File: config.mk
export PLATFORM = sky130hd
export DESIGN_NAME = fetch_controller
export DESIGN_NICKNAME = d
export VERILOG_FILES = /design/src/rtl/mips_pkg.sv /design/src/rtl/fetch_controller.sv
export SDC_FILE = /design/constraint.sdc
export NUM_CORES = 1
export LEC_CHECK = 0
export BUFFER_PORTS_ARGS = -buffer_cell sky130_fd_sc_hd__buf_2
export CAP_MARGIN = 40
export CORE_MARGIN = 1.5
export CORE_UTILIZATION = 45
export CTS_BUF_LIST = sky130_fd_sc_hd__clkbuf_4 sky130_fd_sc_hd__clkbuf_8
export CTS_CLUSTER_DIAMETER = 100
export DETAILED_ROUTE_END_ITERATION = 10
export PLACE_DENSITY_LB_ADDON = 0.2
export SETUP_SLACK_MARGIN = 0.02
export SYNTH_ARGS = -nofsm -noshare
export SYNTH_HDL_FRONTEND = slang
export SYNTH_SLANG_ARGS = --single-unit
File: constraint.sdc
create_clock -name clk -period 2.91 [get_ports clk]
set_clock_uncertainty 0.15 [all_clocks]
set_input_delay 0.582 -clock clk [delete_from_list [all_inputs] [get_ports clk]]
set_output_delay 0.582 -clock clk [all_outputs]
set_load 0.01 [all_outputs]
File: src/rtl/mips_pkg.sv
// ============================================================================
// Module      : mips_pkg
// Description : Shared command encodings, fetch-controller states and the
//               halt sentinel word.
// Revision    : 1.0 - initial release
// ============================================================================
`default_nettype none

package mips_pkg;

    typedef enum logic [1:0] {
        CMD_LOAD = 2'd0,
        CMD_RUN  = 2'd1,
        CMD_STEP = 2'd2,
        CMD_HALT = 2'd3
    } cmd_e;

    typedef enum logic [2:0] {
        ST_IDLE = 3'd0,
        ST_LOAD = 3'd1,
        ST_RUN  = 3'd2,
        ST_STEP = 3'd3,
        ST_DONE = 3'd4
    } state_e;

    localparam logic [31:0] HALT_WORD = 32'hFFFF_FFFF;

endpackage

`default_nettype wire

File: src/rtl/fetch_controller.sv
// ============================================================================
// Module      : fetch_controller
// Description : Loads instruction memory, then runs or single-steps the fetch
//               stage until a halt word or HALT command is seen.
// Revision    : 1.0 - initial release
// ============================================================================
`default_nettype none

module fetch_controller
    import mips_pkg::*;
#(
    parameter int SIZE            = 32,
    parameter int MAX_INSTRUCTION = 64,
    localparam int AW             = $clog2(MAX_INSTRUCTION)
) (
    input  logic            clk,
    input  logic            rst,
    input  logic            i_cmd_valid,
    input  logic [1:0]      i_cmd,
    input  logic [AW:0]     i_cmd_arg,
    output logic            o_cmd_ready,
    input  logic            i_load_valid,
    input  logic [SIZE-1:0] i_load_data,
    output logic            o_load_ready,
    input  logic [SIZE-1:0] i_instruction,
    output logic            o_stall,
    output logic            o_pc_rst,
    output logic            o_mem_we,
    output logic [AW-1:0]   o_mem_addr,
    output logic [SIZE-1:0] o_mem_wdata,
    output logic            o_done,
    output logic            o_err,
    output logic [SIZE-1:0] o_cycles
);

    localparam logic [AW:0] MAX_ARG = (AW+1)'(MAX_INSTRUCTION);

    state_e          r_state;
    state_e          w_state_next;
    logic [AW:0]     r_remaining;
    logic [AW-1:0]   r_ptr;
    logic            r_mem_we;
    logic [AW-1:0]   r_mem_addr;
    logic [SIZE-1:0] r_mem_wdata;
    logic            r_pc_rst;
    logic            r_err;
    logic [SIZE-1:0] r_cycles;

    logic w_idle_like;
    logic w_cmd_accept;
    logic w_load_accept;
    logic w_arg_bad;
    logic w_halt_word;
    logic w_load_start;
    logic w_load_err;
    logic w_run_start;

    always_comb begin
        w_idle_like   = (r_state == ST_IDLE) || (r_state == ST_DONE);
        w_halt_word   = (i_instruction == SIZE'(HALT_WORD));
        w_arg_bad     = (i_cmd_arg == '0) || (i_cmd_arg > MAX_ARG);

        o_cmd_ready = 1'b0;
        if (w_idle_like)
            o_cmd_ready = 1'b1;
        else if (r_state == ST_RUN)
            o_cmd_ready = (i_cmd == CMD_HALT);

        o_load_ready  = (r_state == ST_LOAD);
        w_cmd_accept  = i_cmd_valid && o_cmd_ready;
        w_load_accept = i_load_valid && o_load_ready;

        w_load_start = w_cmd_accept && w_idle_like && (i_cmd == CMD_LOAD) && !w_arg_bad;
        w_load_err   = w_cmd_accept && w_idle_like && (i_cmd == CMD_LOAD) && w_arg_bad;
        w_run_start  = w_cmd_accept && w_idle_like && (i_cmd == CMD_RUN);

        o_stall = !(((r_state == ST_RUN) || (r_state == ST_STEP)) && !w_halt_word);
    end

    always_comb begin
        w_state_next = r_state;
        case (r_state)
            ST_IDLE, ST_DONE: begin
                if (w_cmd_accept) begin
                    case (i_cmd)
                        CMD_LOAD: if (!w_arg_bad) w_state_next = ST_LOAD;
                        CMD_RUN:  w_state_next = ST_RUN;
                        CMD_STEP: w_state_next = ST_STEP;
                        default:  w_state_next = r_state;
                    endcase
                end
            end
            // Leaving on the last accepted word means the final write cycle
            // already sees IDLE with load_ready low.
            ST_LOAD: if (w_load_accept && (r_remaining == (AW+1)'(1))) w_state_next = ST_IDLE;
            ST_RUN:  if (w_halt_word || w_cmd_accept) w_state_next = ST_DONE;
            ST_STEP: w_state_next = ST_DONE;
            default: w_state_next = ST_IDLE;
        endcase
    end

    always_ff @(posedge clk) begin
        if (rst) begin
            r_state     <= ST_IDLE;
            r_remaining <= '0;
            r_ptr       <= '0;
            r_mem_we    <= 1'b0;
            r_mem_addr  <= '0;
            r_mem_wdata <= '0;
            r_pc_rst    <= 1'b0;
            r_err       <= 1'b0;
            r_cycles    <= '0;
        end else begin
            r_state  <= w_state_next;
            r_mem_we <= w_load_accept;
            r_pc_rst <= w_run_start;
            r_err    <= w_load_err;

            if (w_load_start) begin
                r_remaining <= i_cmd_arg;
                r_ptr       <= '0;
            end else if (w_load_accept) begin
                r_mem_addr  <= r_ptr;
                r_mem_wdata <= i_load_data;
                r_ptr       <= r_ptr + 1'b1;
                r_remaining <= r_remaining - 1'b1;
            end

            if (w_run_start)
                r_cycles <= '0;
            else if (!o_stall && (r_cycles != '1))
                r_cycles <= r_cycles + 1'b1;
        end
    end

    assign o_pc_rst    = r_pc_rst;
    assign o_mem_we    = r_mem_we;
    assign o_mem_addr  = r_mem_addr;
    assign o_mem_wdata = r_mem_wdata;
    assign o_done      = (r_state == ST_DONE);
    assign o_err       = r_err;
    assign o_cycles    = r_cycles;

endmodule

`default_nettype wire
==> results.yml <==
floorplanning:
  ios: 154
  chipHeight_um: 99.9
  coreArea_um2: 9200
  die_w_um: 99.9
  core.rowCount: 35
  initial_core_util: 0.460
  die-area_um2: 9990
synth:
  synth_mux_area_frac: 0.00710
  synth-seq-cells: 89
  synth_top_area_cell: "dfxtp_1"
  synth.most_common_cell: "nand2_1"
  synth_xor_area_frac: 0.0104
  synth_area_per_cell_um2: 7.89
  synth.top_cell.area_share: 0.421
  async_flop_share: 0
  ys_types: 54
  ys.flop_type: "dfxtp_1"
  synth_edf_count: 0
  synth_seq_area_share: 0.421
  synth.cell_area_um2: 4230
  synth_nets: 621
  synthAdderAreaFrac: 0.0237
  synthCells: 536
  ys_top_cells_by_area: "dfxtp_1 42%, nand2_1 10%, a21oi_1 7.7%"
  synthTopCellsByCount: "116 x nand2_1, 89 x dfxtp_1, 65 x a21oi_1"
  synth-compound-area-share: 0.184
  yosys.area_share.simple: 0.314
  synth_top_family_by_area: "simple AND/OR/NAND/NOR gates"
  yosysWarningCount: 0
power_and_ir_drop:
  p_seq_frac: 0.517
  internal-power_mw: 1.79
  power_density_nw_per_um2: 461
  power.clock.fraction: 0.372
  p_sw_frac: 0.269
  power.static_leakage_nw: 2.16
  ir_worst_vdd_mv: 0.282
  combPwrFrac: 0.111
  p_sw_uw: 661
global_route:
  grt_util_all_layers: 0.227
  grt_antenna_before_repair: 0
  grt_pass1_wl_um: 18700
  grt_pass1_vias: 4101
  grt_max_degree: 60
  overflow: 0
clock_network:
  insertion_delay_ns: 0.37
  path_clk_slew_ns: 0.10
  ctsResizeCount: 0
  cts_buffers: 9
  cts.sinks: 89
  htreeDepth: 3
  cts_tree: "done"
  cts_root_buf: "clkbuf_8"
  clockBufferDepth: 2
  cts_hold_buf: 0
  cts_setup_buffers: 0
timing:
  rsz0062_at_grt: "no"
  timing.setup.tns_ns: 0
  report.final.slew_viol_count: 0
  hold_slack_ns: 0.285
  maxSlewHeadroom: 0.505
  fmax_mhz: 394
  setup_slack_ns: 0.370
  worst_pin_slew_ns: 0.735
  fin_crit_sh: 0.873
  setup_viol: 0
  hold_viol: 0
  finalCriticalPeriod_ns: 2.54
detailed_routing:
  routed_wl_um: 11300
  viasPerCell: 5.70
  dr.pass1.iters: 4
  drc: 0
  wl_per_cell_um: 14.2
  drtIter0Drc: 144
  vias: 4539
  ant_nets: 0
worst_setup_path:
  end_kind: "flop"
  worstPathCellList: "nand4_2, or3_1, or4_1, or4_1, nand2_1"
  max_stage_delay_ns: 0.59
  cp-start-kind: "flop"
  cp_data_arrival_time_ns: 2.70
  critPathSlowestCell: "or4_1"
  crit_fanout: 9
  critPathKind: "reg2reg"
  worst_path_most_repeated_cell: "or4_1"
  cp.required_ns: 3.07
flow_run:
  maxCapViolations: 0
cells_and_area:
  drive_gt1_frac: 0.279
  antennaDiodeCount: 0
  fill_cells: 850
  fin_util: 0.580
  final_net_count: 765
  area_growth_pct: 26.0
placed_design:
  portBuffers: 153
  dp_hpwl_um: 7990
  place_ws_ns: 0.290
  finalWeightedCongestion: 0.930
min_path:
  hold_class: "in2reg"
run_status:
  outcome: "complete, no violations"
==> sequential cells by signal, summed over array words and instances, names as in the netlist <==
register	count
o_cycles	32
o_mem_wdata	32
r_remaining	7
o_mem_addr	6
r_ptr	6
r_state	3
o_err	1
o_mem_we	1
o_pc_rst	1
==> metal layers <==
metal  track usage  wire length [um]
met1         0.288              4880
met2         0.381              5350
met3        0.0411               872
met4        0.0932               190
met5             0                 0
==> power groups by stage <==
stage	clock [mW]	sequential (mW)	combinational (mW)
finish	0.913	1.27	0.273
global route	0.989	1.27	0.305
CTS	0.943	1.27	0.275
detailed placement	0	1.30	0.274
global placement	0	1.30	0.268
floorplan	0	1.30	0.146
==> cells by family after synthesis <==
| kind of cell | after synthesis |
|---|---|
| AO/OA/AOI/OAI | 125 |
| AND/OR/NAND/NOR | 264 |
| flip-flops | 89 |
| buffers and inverters | 42 |
| multiplexers | 3 |
| adder cells (fa/ha/maj) | 8 |
| XOR/XNOR | 5 |
==> critical path: cells and delay by family (launching register included) <==
family,cells,cell delay [ns]
and+or+nand+nor,5,1.82
DFF,1,0.50
==> metrics by stage <==
stage | area [um^2] | cells | total power [mW]
2_1_floorplan | 4230 | 536 | 1.45
3_3_place_gp | 5120 | 780 | 1.56
3_5_place_dp | 5120 | 780 | 1.57
4_1_cts | 5330 | 796 | 2.49
5_1_grt | 5330 | 796 | 2.57
6_report | 5330 | 796 | 2.45
==> cell type report <==
class | instances | area, um^2 | area share
clock buffer | 10 | 138 | 0.0258
clock inverter | 6 | 75.1 | 0.0141
inverter | 9 | 33.8 | 0.00634
multi-input combinational | 405 | 2290 | 0.429
sequential | 89 | 1780 | 0.334
tap | 111 | 139 | 0.0261
timing repair buffer | 166 | 876 | 0.164
==> placed cells by master, fill, tap and decap left out, drive strengths merged, types with 4 or more instances in the layout <==
cell	n
nand2b	5
nor4	12
ha	8
nand4	29
a31o	4
nand2	116
inv	11
o21ai	10
nor3	15
or3	10
and2	4
and4	4
o211ai	4
clkbuf	10
o31ai	7
o311ai	5
or4	20
nor2	21
nand3	17
dfxtp	89
a21oi	65
a31oi	5
buf	166
==> final timing paths <==
check	endpoint	from	slack [ns]	cells after the start
max	o_cycles[23]	o_cycles[2]	0.37	5
min	o_mem_wdata[28]	i_load_data[28]	0.29	3
min reg2reg	o_mem_wdata[23]	o_mem_wdata[23]	0.30	2
max reg2reg	o_cycles[23]	o_cycles[2]	0.37	5
Power figures use the tool's default switching activity.
